[src/rtl/fetch_if.sv]
// Fetch-stage bus: control inputs from decode/execute, the instruction-memory
// port, and the instruction presented downstream.
interface fetch_if #(
  parameter int unsigned XLEN    = 32,
  parameter int unsigned IMEM_AW = 6
);
  logic               stall;
  logic [1:0]         pc_sel;
  logic [XLEN-1:0]    reg_target;
  logic [15:0]        imm;
  logic [25:0]        jaddr;
  logic [IMEM_AW-1:0] imem_addr;
  logic [XLEN-1:0]    imem_data;
  logic [XLEN-1:0]    inst;
  logic [XLEN-1:0]    inst_pc;
  logic               inst_valid;
  logic [XLEN-1:0]    pc_plus4;
  logic               misalign;

  // Fetch unit side
  modport master (
    input  stall, pc_sel, reg_target, imm, jaddr, imem_data,
    output imem_addr, inst, inst_pc, inst_valid, pc_plus4, misalign
  );

  // Environment side: pipeline control and instruction memory
  modport slave (
    output stall, pc_sel, reg_target, imm, jaddr, imem_data,
    input  imem_addr, inst, inst_pc, inst_valid, pc_plus4, misalign
  );
endinterface

[src/rtl/fetch_unit.sv]
// Instruction-fetch stage: PC register driving a 1-cycle-latency instruction
// memory, an F2 register tracking the PC of the word arriving from memory,
// and a skid register that freezes the presented instruction during stalls.
module fetch_unit #(
  parameter int unsigned     XLEN         = 32,
  parameter int unsigned     IMEM_AW      = 6,
  parameter logic [XLEN-1:0] RESET_VECTOR = '0
) (
  input  logic    clk,
  input  logic    rst,
  fetch_if.master bus
);

  logic [XLEN-1:0] pc;
  logic [XLEN-1:0] f2_pc;
  logic            f2_valid;
  logic [XLEN-1:0] hold_data;
  logic            hold_vld;
  logic            misalign_q;

  logic [XLEN-1:0] link;
  logic [XLEN-1:0] target;
  logic            redirect;
  logic            bad_align;

  // Redirect target selection; operands are only meaningful when redirect is set
  always_comb begin
    link      = f2_pc + XLEN'(4);
    target    = '0;
    bad_align = 1'b0;
    redirect  = !bus.stall && f2_valid && (bus.pc_sel != 2'b00);
    case (bus.pc_sel)
      2'b01: begin
        target    = {bus.reg_target[XLEN-1:2], 2'b00};
        bad_align = (bus.reg_target[1:0] != 2'b00);
      end
      2'b10:   target = link + {{(XLEN-18){bus.imm[15]}}, bus.imm, 2'b00};
      2'b11:   target = {link[XLEN-1:28], bus.jaddr, 2'b00};
      default: target = '0;
    endcase
  end

  // PC, F2 and skid state; stall has priority over any redirect request
  always_ff @(posedge clk or posedge rst) begin
    if (rst) begin
      pc         <= RESET_VECTOR;
      f2_pc      <= RESET_VECTOR;
      f2_valid   <= 1'b0;
      hold_data  <= '0;
      hold_vld   <= 1'b0;
      misalign_q <= 1'b0;
    end else if (bus.stall) begin
      // Memory keeps re-reading pc, so capture the presented word only once
      if (!hold_vld) begin
        hold_data <= bus.imem_data;
        hold_vld  <= 1'b1;
      end
      misalign_q <= 1'b0;
    end else if (redirect) begin
      pc         <= target;
      f2_valid   <= 1'b0;
      hold_vld   <= 1'b0;
      misalign_q <= (bus.pc_sel == 2'b01) && bad_align;
    end else begin
      f2_pc      <= pc;
      f2_valid   <= 1'b1;
      pc         <= pc + XLEN'(4);
      hold_vld   <= 1'b0;
      misalign_q <= 1'b0;
    end
  end

  assign bus.imem_addr  = pc[IMEM_AW+1:2];
  assign bus.inst       = hold_vld ? hold_data : bus.imem_data;
  assign bus.inst_pc    = f2_pc;
  assign bus.inst_valid = f2_valid;
  assign bus.pc_plus4   = link;
  assign bus.misalign   = misalign_q;

endmodule

[src/flat_wrapper.sv]
// flat-port wrapper written by rule: the top's interface ports become plain ports
module fetch_unit_flat 
#(
  parameter int unsigned     XLEN         = 32,
  parameter int unsigned     IMEM_AW      = 6,
  parameter logic [XLEN-1:0] RESET_VECTOR = '0
)
  (clk, rst, bus_stall, bus_pc_sel, bus_reg_target, bus_imm, bus_jaddr, bus_imem_data, bus_imem_addr, bus_inst, bus_inst_pc, bus_inst_valid, bus_pc_plus4, bus_misalign);
  fetch_if #(.XLEN(XLEN), .IMEM_AW(IMEM_AW)) bus_i ();
  input  logic clk;
  input  logic rst;
  input wire logic [$bits(bus_i.stall)-1:0] bus_stall;
  input wire logic [$bits(bus_i.pc_sel)-1:0] bus_pc_sel;
  input wire logic [$bits(bus_i.reg_target)-1:0] bus_reg_target;
  input wire logic [$bits(bus_i.imm)-1:0] bus_imm;
  input wire logic [$bits(bus_i.jaddr)-1:0] bus_jaddr;
  input wire logic [$bits(bus_i.imem_data)-1:0] bus_imem_data;
  output wire logic [$bits(bus_i.imem_addr)-1:0] bus_imem_addr;
  output wire logic [$bits(bus_i.inst)-1:0] bus_inst;
  output wire logic [$bits(bus_i.inst_pc)-1:0] bus_inst_pc;
  output wire logic [$bits(bus_i.inst_valid)-1:0] bus_inst_valid;
  output wire logic [$bits(bus_i.pc_plus4)-1:0] bus_pc_plus4;
  output wire logic [$bits(bus_i.misalign)-1:0] bus_misalign;
  assign bus_i.stall = bus_stall;
  assign bus_i.pc_sel = bus_pc_sel;
  assign bus_i.reg_target = bus_reg_target;
  assign bus_i.imm = bus_imm;
  assign bus_i.jaddr = bus_jaddr;
  assign bus_i.imem_data = bus_imem_data;
  assign bus_imem_addr = bus_i.imem_addr;
  assign bus_inst = bus_i.inst;
  assign bus_inst_pc = bus_i.inst_pc;
  assign bus_inst_valid = bus_i.inst_valid;
  assign bus_pc_plus4 = bus_i.pc_plus4;
  assign bus_misalign = bus_i.misalign;
  fetch_unit #(.XLEN(XLEN), .IMEM_AW(IMEM_AW), .RESET_VECTOR(RESET_VECTOR)) u_core (.clk(clk), .rst(rst), .bus(bus_i));
endmodule
[config.mk]
export PLATFORM = sky130hd
export DESIGN_NAME = fetch_unit_flat
export DESIGN_NICKNAME = d
export VERILOG_FILES = /design/src/rtl/fetch_if.sv /design/src/rtl/fetch_unit.sv /design/src/flat_wrapper.sv
export SDC_FILE = /design/constraint.sdc
export NUM_CORES = 1
export LEC_CHECK = 0
export CAP_MARGIN = 10
export CORE_AREA = 4 4 195 121
export DETAILED_ROUTE_END_ITERATION = 12
export DIE_AREA = 0 0 199 125
export GPL_TIMING_DRIVEN = 0
export PLACE_DENSITY_LB_ADDON = 0.2
export SLEW_MARGIN = 20
export SYNTH_ARGS = -nofsm -noshare
export SYNTH_HDL_FRONTEND = slang
export SYNTH_SLANG_ARGS = --single-unit
[constraint.sdc]
create_clock -name clk -period 3.11 [get_ports clk]
set_input_delay 0.622 -clock clk [delete_from_list [all_inputs] [get_ports clk]]
set_output_delay 0.622 -clock clk [all_outputs]
set_load 0.005 [all_outputs]
### After elaboration in Yosys (flattened, before gate mapping)

Index checks and enable logic that the tools add are counted.

| cells by class | value |
|---|---|
| equal/unequal tests | 3 |
| bitwise logic cells | 2 |
| $add $sub $neg | 3 |
| muxes and demuxes | 8 |
| reductions and logical operators | 7 |

Operator list:

| operator | count |
|---|---|
| $pmux 32 s3 | 1 |
| $add 32x3->32 const B | 2 |
| $mux 32 | 2 |
| $add 32x32->32 | 1 |
| $mux 1 | 5 |
| $eq 2x2->1 const B | 2 |
| $reduce_bool 2->1 | 2 |
| $logic_and 1x1->1 | 3 |
| $eq 2x1->1 const B | 1 |
| $not 1->1 | 2 |
| $reduce_and 2->1 | 1 |
| $logic_not 1->1 | 1 |

| storage, ports and cells | value |
|---|---|
| register bits | 99 |
| logic and storage cells | 29 |

### Longest topological paths before layout

Gate-level depths: netlist of the first run.

| depth | value |
|---|---|
| word-level depth | 5 |
| depth in mapped cells | 16 |
| depth with buffers taken out | 16 |

### Least setup slack after synthesis of the first run

Ideal clock, no wire load.

| path | value |
|---|---|
| path type | register to register |
| start | register u_core.f2_pc[17] (netlist: u_core.bus.inst_pc[17]) |
| end | register u_core.pc[30] |
| stages on the path, launching flop included | 15 |
| data required time | 2,973 ps |
| clock period less this slack | 3,470 ps |
| arrival | 3,333 ps |
| path buffers | 0 |
| setup slack | -360 ps |
| path through | dfrtp_1 -> and4_2 -> nand3_1 -> or3_2 -> xnor2_1 -> ha_1 -> a21o_1 -> a21oi_1 -> nor2b_1 -> o311a_1 -> o41a_1 -> a21oi_1 -> xnor2_1 -> a211oi_1 -> a21oi_1 |

| on the way | value |
|---|---|
| cells in the longest elaborated chain, start to end | 4 |

Ends and longest elaborated chain:

| what | RTL line | text |
|---|---|---|
| from (decl) | fetch_unit.sv:15 | `logic [XLEN-1:0] f2_pc;` |
| from (signal assigned) | fetch_unit.sv:65 | `f2_pc <= pc;` |
| $add 32x3->32 | fetch_unit.sv:28 | `link = f2_pc + XLEN'(4);` |
| via bus_pc_plus4[23] | flat_wrapper.sv:22 | `output wire logic [$bits(bus_i.pc_plus4)-1:0] bus_pc_plus4;` |
| $add 32x32->32 | fetch_unit.sv:37 | `2'b10: target = link + {{(XLEN-18){bus.imm[15]}}, bus.imm, 2'b00};` |
| $pmux 32 s3 | fetch_unit.sv:32 | `case (bus.pc_sel)` |
| $mux 32 | fetch_unit.sv:59 | `end else if (redirect) begin` |
| to (signal assigned) | fetch_unit.sv:60 | `pc <= target;` |
| to (signal assigned) | fetch_unit.sv:67 | `pc <= pc + XLEN'(4);` |
| to (decl) | fetch_unit.sv:14 | `logic [XLEN-1:0] pc;` |

The timed path passes the listed nets, and every way through them passes these cells.
A chain may end at the register's enable or synchronous reset.

### Worst setup path in the final report of the first run

| path | value |
|---|---|
| start | register u_core.f2_pc[5] (netlist: u_core.bus.inst_pc[5]) |
| end | register u_core.pc[27] |

| on the way | value |
|---|---|
| cells in the longest elaborated chain, start to end | 4 |

Ends and longest elaborated chain:

| what | RTL line |
|---|---|
| $add 32x3->32 | fetch_unit.sv:28 |
| $add 32x32->32 | fetch_unit.sv:37 |
| $pmux 32 s3 | fetch_unit.sv:32 |
| $mux 32 | fetch_unit.sv:59 |

Every way passes these cells.

==> qor.yml, run 1 <==
fin_ws_ps: -331
mostFrequentLayoutCells: "clkdlybuf4s50_1 (204), nand2_1 (147), nor2_1 (140)"
synth_area_um2: 7530
grt_pass1_vias: 7722
path_delay_family: "simple AND/OR/NAND/NOR gates"
grt_max_degree: 32
yosys_most_used_dff: "dfrtp_1"
endpoint: "u_core.pc[27]"
critical_path_arrival_ps: 3670
worst_pin_slew_ps: 1170
wl_per_cell_um: 20.1
finalSetupViolations: 16
finalCritPeriodShare_pct: 111
insertion_delay_ps: 360
power_leakage_nw: 5.01
place_congestion: 0.911
grt_usage_pct: 23.2
startpoint_type: "register"
layout_commonest_cell: "clkdlybuf4s50_1"
rows: 42
diodes: 0
fmax_ghz: 0.291
skew_ps: 11.3
drc: 0
fin_crit_ps: 3440
p_sw_share_pct: 41.0
path_clk_slew_ps: 70
yosysSeqAreaShare_pct: 32.9
required_ps: 3340
max_stage_delay_ps: 370
finalNetCount: 1375
final_max_slew_viol_count: 0
clock_power_share_pct: 14.2
cp-end-kind: "register"
crit_cells: 14
die_y_um: 125
hold_viol: 0
antenna_found_initial: 0
status: "finished with violations"
vdd_ir_drop_max_uv: 340
tritoncts: "done"
dp_slack_ps: -1090
worstReg2RegStart: "u_core.bus.inst_pc[5]"
dp.final_hpwl_um: 22100
cpMaxStageDelayCell: "dfrtp_2"
ys_seq_elements: 99
violations: "negative setup slack"
fill_cells: 2024
ant_nets: 0
drt_wl_total_um: 30500
postSynthAreaPerCell_um2: 8.21
ys_warn_count: 0
worst_r2r_endpoint: "u_core.pc[27]"
post-route-util_pct: 54.9
path_buf_inv: 1
drtPass1Iterations: 5
grt-ovfl-total: 0
hp-class: "register to register"
grt_first_pass_wirelength_um: 45500
portBuffers: 212
syn_to_final_growth_pct: 58.6
stdcell_area_um2: 11900
seq_power_share_pct: 24.6
netlist_instances: 918
power.density_nw_per_um2: 679
intPower_mw: 4.79
holdWs_ps: 480
clockRootBuffer: "clkbuf_16"
clock-sinks: 99
combinationalPowerShare_pct: 61.3
path_cells: "and4_4 -> nand3_4 -> nor2_4 -> and4_1 -> xor2_2 -> ha_2 -> a21oi_2 -> a41oi_4 -> a41o_4 -> buf_6 -> o211a_4 -> or3_1 -> nand3_1 -> a21oi_1"
ff2ff_setup_slack_ps: -330
syn_nets: 1068
viasPerCell: 5.43
total_power_mw: 8.11
core_um2: 21800
numCtsBuffers: 9
maxSlewHeadroom_pct: 22.1
drv_cap: 0
htreeDepth: 3
placed_cell_area_um2: 10100
critPathLaunch: "u_core.bus.inst_pc[5]"
io_pins: 215
initial_core_util_pct: 34.6
clockBufferDepth: 2
synth_cell_types: 78
fp.dieArea_um2: 24900
synth-edff-count: 0
initialDrtViolationCount: 711
r2r_cells: 14
path_max_fanout: 5
die_w_um: 199
post_route_cells_drive_above_1_share_pct: 25.8
worstSetupPathType: "register to register"
switchingPower_mw: 3.32
async_flop_share_pct: 100
vias: 8238
rsz0062_at_grt: "true"
cells in the mapped netlist (7+ instances only):
master    count  area, µm²
nor2_1      147        552
mux2_2       49        552
a31oi_1       9       56.3
and3_1        9       56.3
a21oi_1      63        315
a221oi_1      7       61.3
clkbuf_1     27        101
a21o_1       14        105
xnor2_1      34        298
inv_1        11       41.3
o21ai_0      35        175
nand3_1      36        180
nand4_1      10       62.6
o21a_1        8       60.1
o22ai_1       9       56.3
nand2_1     152        571
ha_1         38        475
buf_4         9       67.6
dfrtp_1      99       2480
nor3_1       18       90.1
xor2_1       22        193
worst min path at each step:
stage            startpoint               endpoint  slack, ps  cells past startpoint
2_1_floorplan  u_core.pc[0]  u_core.bus.inst_pc[0]        440                      2
3_3_place_gp   u_core.pc[0]           u_core.pc[0]        460                      2
3_5_place_dp   u_core.pc[0]           u_core.pc[0]        460                      2
4_1_cts        u_core.pc[0]           u_core.pc[0]        480                      2
5_1_grt        u_core.pc[0]           u_core.pc[0]        500                      2
6_report       u_core.pc[0]           u_core.pc[0]        480                      2
power by group through the flow:
stage / Sequential, mW / Combinational (mW) / Clock [mW]
final: 1.99 / 4.97 / 1.15
after global placement: 2.09 / 3.49 / 0
after global routing: 2.04 / 5.35 / 1.20
after CTS: 1.97 / 4.35 / 1.16
after floorplan: 1.96 / 2.04 / 0
after detailed placement: 2.09 / 3.52 / 0
sequential cells by signal, summed over array words and instances (netlist names):
| name | count |
|---|---|
| u_core.bus.inst_pc | 32 |
| u_core.hold_data | 32 |
| u_core.pc | 32 |
| u_core.bus.inst_valid | 1 |
| u_core.bus.misalign | 1 |
| u_core.hold_vld | 1 |
worst register-to-register path, stage by stage (launching register included):
cell and delay (ps):
dfrtp_2 370, and4_4 260, nand3_4 160, nor2_4 190, and4_1 270, xor2_2 270
ha_2 380, a21oi_2 200, a41oi_4 60, a41o_4 260, buf_6 120, o211a_4 240
or3_1 370, nand3_1 100, a21oi_1 70
kinds of logic after synthesis:
kind of cell / after synthesis / share of synthesized area (%)
AO/OA/AOI/OAI: 195 / 16.8
XOR/XNOR: 57 / 6.84
adder cells (fa/ha/maj): 39 / 6.58
buffers and inverters: 62 / 4.32
flip-flops: 99 / 32.9
multiplexers: 55 / 8.12
AND/OR/NAND/NOR: 411 / 24.4
layer usage:
layer,part of all wire [%],track usage (%),vias up
met5,0,0,-
met4,0.85,3.01,0
met3,9.1,5.83,30
met2,42,32.4,363
met1,48,36.9,3985
li1,-,-,3860
area by class of cell:
type / count / area (µm²) / area share, %
Inverter: 13 / 55.1 / 0.461
Sequential cell: 99 / 2490 / 20.9
Tap cell: 286 / 358 / 3.00
Buffer: 49 / 277 / 2.31
Multi-Input combinational cell: 757 / 5630 / 47.1
Clock buffer: 10 / 239 / 2.00
Clock inverter: 6 / 55.1 / 0.461
Timing Repair Buffer: 296 / 2850 / 23.8
per-stage QoR:
step / setup TNS (ps) / std cells
after floorplan: -409 / 918
after global placement: -11620 / 1416
after global routing: -4840 / 1516
after CTS: -2010 / 1492
after detailed placement: -11620 / 1419
final: -2840 / 1516
repair_timing:
| item | 4_1_cts | 5_1_grt |
|---|---|---|
| buffers inserted | 57 | 25 |
| gates resized for setup | 102 | 90 |
| hold buffers | 0 | 0 |
| pin swaps | 52 | 67 |
| setup endpoints to repair | 33 | 29 |
Power figures use the tool's default switching activity.
==> run 2: changes to the inputs <==
Settings changed: DONT_BUFFER_PORTS from default to 1.
==> qor.yml, run 2 (synthesis gave the netlist of run 1 again) <==
status: "finished with violations"  # unchanged
violations: "negative setup slack"  # unchanged
fin_crit_ps: 3720  # was 3440 ps
die_w_um: 199  # unchanged
grtUsageMet1_pct: 36.0  # was 36.9%
syn_to_final_growth_pct: 26.0  # was 58.6%
grt_max_degree: 30  # was 32
seq_power_share_pct: 31.8  # was 24.6%
clockRootBuffer: "clkbuf_16"  # unchanged
finalCritPeriodShare_pct: 120  # was 111%
io_pins: 215  # unchanged
finalSetupViolations: 16  # unchanged
postCtsHoldBufs: 0  # unchanged
cp-end-kind: "register"  # unchanged
dp_slack_ps: -1180  # was -1090 ps
htreeDepth: 3  # unchanged
die_y_um: 125  # unchanged
post_route_cells_drive_above_1_share_pct: 28.1  # was 25.8%
viasPerCell: 5.68  # was 5.43
numCtsBuffers: 9  # unchanged
hp-class: "input port to asynchronous set/reset pin"  # was register to register
grtUsageMet2_pct: 29.2  # was 32.4%
grt_first_pass_wirelength_um: 42300  # was 45500 µm
multi_input_area_um2: 5690  # was 5630 µm²
grt-ovfl-total: 0  # unchanged
final_max_slew_viol_count: 0  # unchanged
p_sw_share_pct: 43.9  # was 41.0%
path_max_fanout: 6  # was 5
vdd_ir_drop_max_uv: 342  # was 340 µV
drv_cap: 0  # unchanged
core_um2: 21800  # unchanged
hold_viol: 0  # unchanged
finalNetCount: 1108  # was 1375
placed_cells: 1207  # was 1419
busiest_layer: "met1"  # unchanged
path_clk_slew_ps: 80  # was 70 ps
startpoint_type: "register"  # unchanged
worstSetupPathType: "register to register"  # unchanged
fill_cells: 2208  # was 2024
portBuffers: 0  # was 212
total_power_mw: 6.92  # was 8.11 mW
insertion_delay_ps: 350  # was 360 ps
place_congestion: 0.895  # was 0.911
maxSlewHeadroom_pct: 40.3  # was 22.1%
fmax_ghz: 0.268  # was 0.291 GHz
rsz0062_at_grt: "true"  # unchanged
power_leakage_nw: 3.86  # was 5.01 nW
wl_per_cell_um: 22.6  # was 20.1 µm
intPower_mw: 3.88  # was 4.79 mW
grt_pass1_vias: 6726  # was 7722
rows: 42  # unchanged
vias: 7117  # was 8238
antenna_found_initial: 2  # was 0
clock-sinks: 99  # unchanged
register_area_um2: 2500  # was 2490 µm²
dp.final_hpwl_um: 21700  # was 22100 µm
fp.dieArea_um2: 24900  # unchanged
worst_pin_slew_ps: 894  # was 1170 ps
drc: 0  # unchanged
combinationalPowerShare_pct: 50.7  # was 61.3%
switchingPower_mw: 3.03  # was 3.32 mW
drt_wl_total_um: 28300  # was 30500 µm
fin_cells: 1252  # was 1516
layout_commonest_cell: "nand2_1"  # was clkdlybuf4s50_1
ant_nets: 0  # unchanged
fin_ws_ps: -615  # was -331 ps
drtPass1Iterations: 5  # unchanged
fin_tns_setup_ps: -5910  # was -2840 ps
initialDrtViolationCount: 566  # was 711
skew_ps: 12.9  # was 11.3 ps
initial_core_util_pct: 34.6  # unchanged
clockBufferDepth: 2  # unchanged
holdWs_ps: 230  # was 480 ps
critical_path_arrival_ps: 3950  # was 3670 ps
tritoncts: "done"  # unchanged
grt_usage_pct: 21.9  # was 23.2%
clock_power_share_pct: 17.6  # was 14.2%
required_ps: 3340  # about the same
mostFrequentLayoutCells: "nand2_1 (146), nor2_1 (140), dfrtp_1 (83)"  # was clkdlybuf4s50_1 (204), nand2_1 (147), nor2_1 (140)
power.density_nw_per_um2: 729  # was 679 nW/µm²
met3_usage_pct: 5.16  # was 5.83%
-- run 2: changes by cell type in the layout (fill, tap and decap cells not counted), moves of 4 or more --
cell	delta
clkdlybuf4s50_1	-204
buf_4	-51
buf_6	-4
dfrtp_1	-4
dfrtp_2	+4
dlymetal6s2s_1	-4
xnor2_4	+4
-- run 2: final cells by class --
class                           instances  area share [%]
Antenna cell                            3          0.0791
Multi-Input combinational cell        757            59.9
Timing Repair Buffer                   29            3.09
Clock buffer                           10            2.52
Tap cell                              286            3.77
Buffer                                 49            2.93
Clock inverter                          6           0.804
Sequential cell                        99            26.3
Inverter                               13           0.554
-- run 2: worst max-delay path, stage by stage (launching register included) --
cell and delay [ps]:
dfrtp_2 460, and4_4 290, and2_4 180, nand4_1 240, inv_2 140, buf_6 110
nand2_4 60, xnor2_4 240, ha_4 250, a21o_1 160, a211o_1 280, a41o_2 270
buf_6 130, o211a_4 250, or3_4 370, nand3_2 100, a21oi_2 70
-- run 2: worst paths after layout --
check	from	to	slack, ps	cells past startpoint
worst max-delay path	u_core.bus.inst_pc[5]	u_core.pc[27]	-610	16
max in group asynchronous	rst	u_core.bus.inst_pc[7]	2090	3
worst max register to register	u_core.bus.inst_pc[5]	u_core.pc[27]	-610	16
worst min-delay path	rst	u_core.hold_data[6]	230	1
min in group clk	bus_stall	u_core.hold_vld	300	0
worst min register to register	u_core.pc[0]	u_core.bus.inst_pc[0]	470	2
-- run 2: power groups by stage --
stage               logic (mW)  registers, mW  clock network, mW
floorplan                 2.04           1.96                  0
global placement          2.64           2.15                  0
detailed placement        2.67           2.15                  0
CTS                       3.11           2.17               1.25
global route              3.82           2.26               1.30
finish                    3.50           2.20               1.21
-- run 2: stage by stage --
stage                     cell area [µm²]  utilization [%]
final                                9490             43.6
after global routing                 9490             43.6
after CTS                            9020             41.4
after detailed placement             8010             36.8
after global placement               7940             36.5
after floorplan                      7580                -
-- run 2: timing repair --
| item | in CTS | in global routing |
|---|---|---|
| buffers inserted | 20 | 6 |
| resized for setup | 107 | 75 |
| pin swaps | 42 | 31 |
| setup endpoints to repair | 21 | 21 |
-- run 2: metal layers --
| layer | part of all wire (%) | wire length, µm |
|---|---|---|
| met5 | 0.046 | 13 |
| met4 | 0.81 | 230 |
| met3 | 9.8 | 2760 |
| met2 | 40 | 11200 |
| met1 | 50 | 14100 |
==> run 3: changes to the inputs <==
Settings changed: ABC_CLOCK_PERIOD_IN_PS from default to 3110.
==> results of run 3 <==
Same layout as run 2: the final DEF is identical, and so are final timing and power.
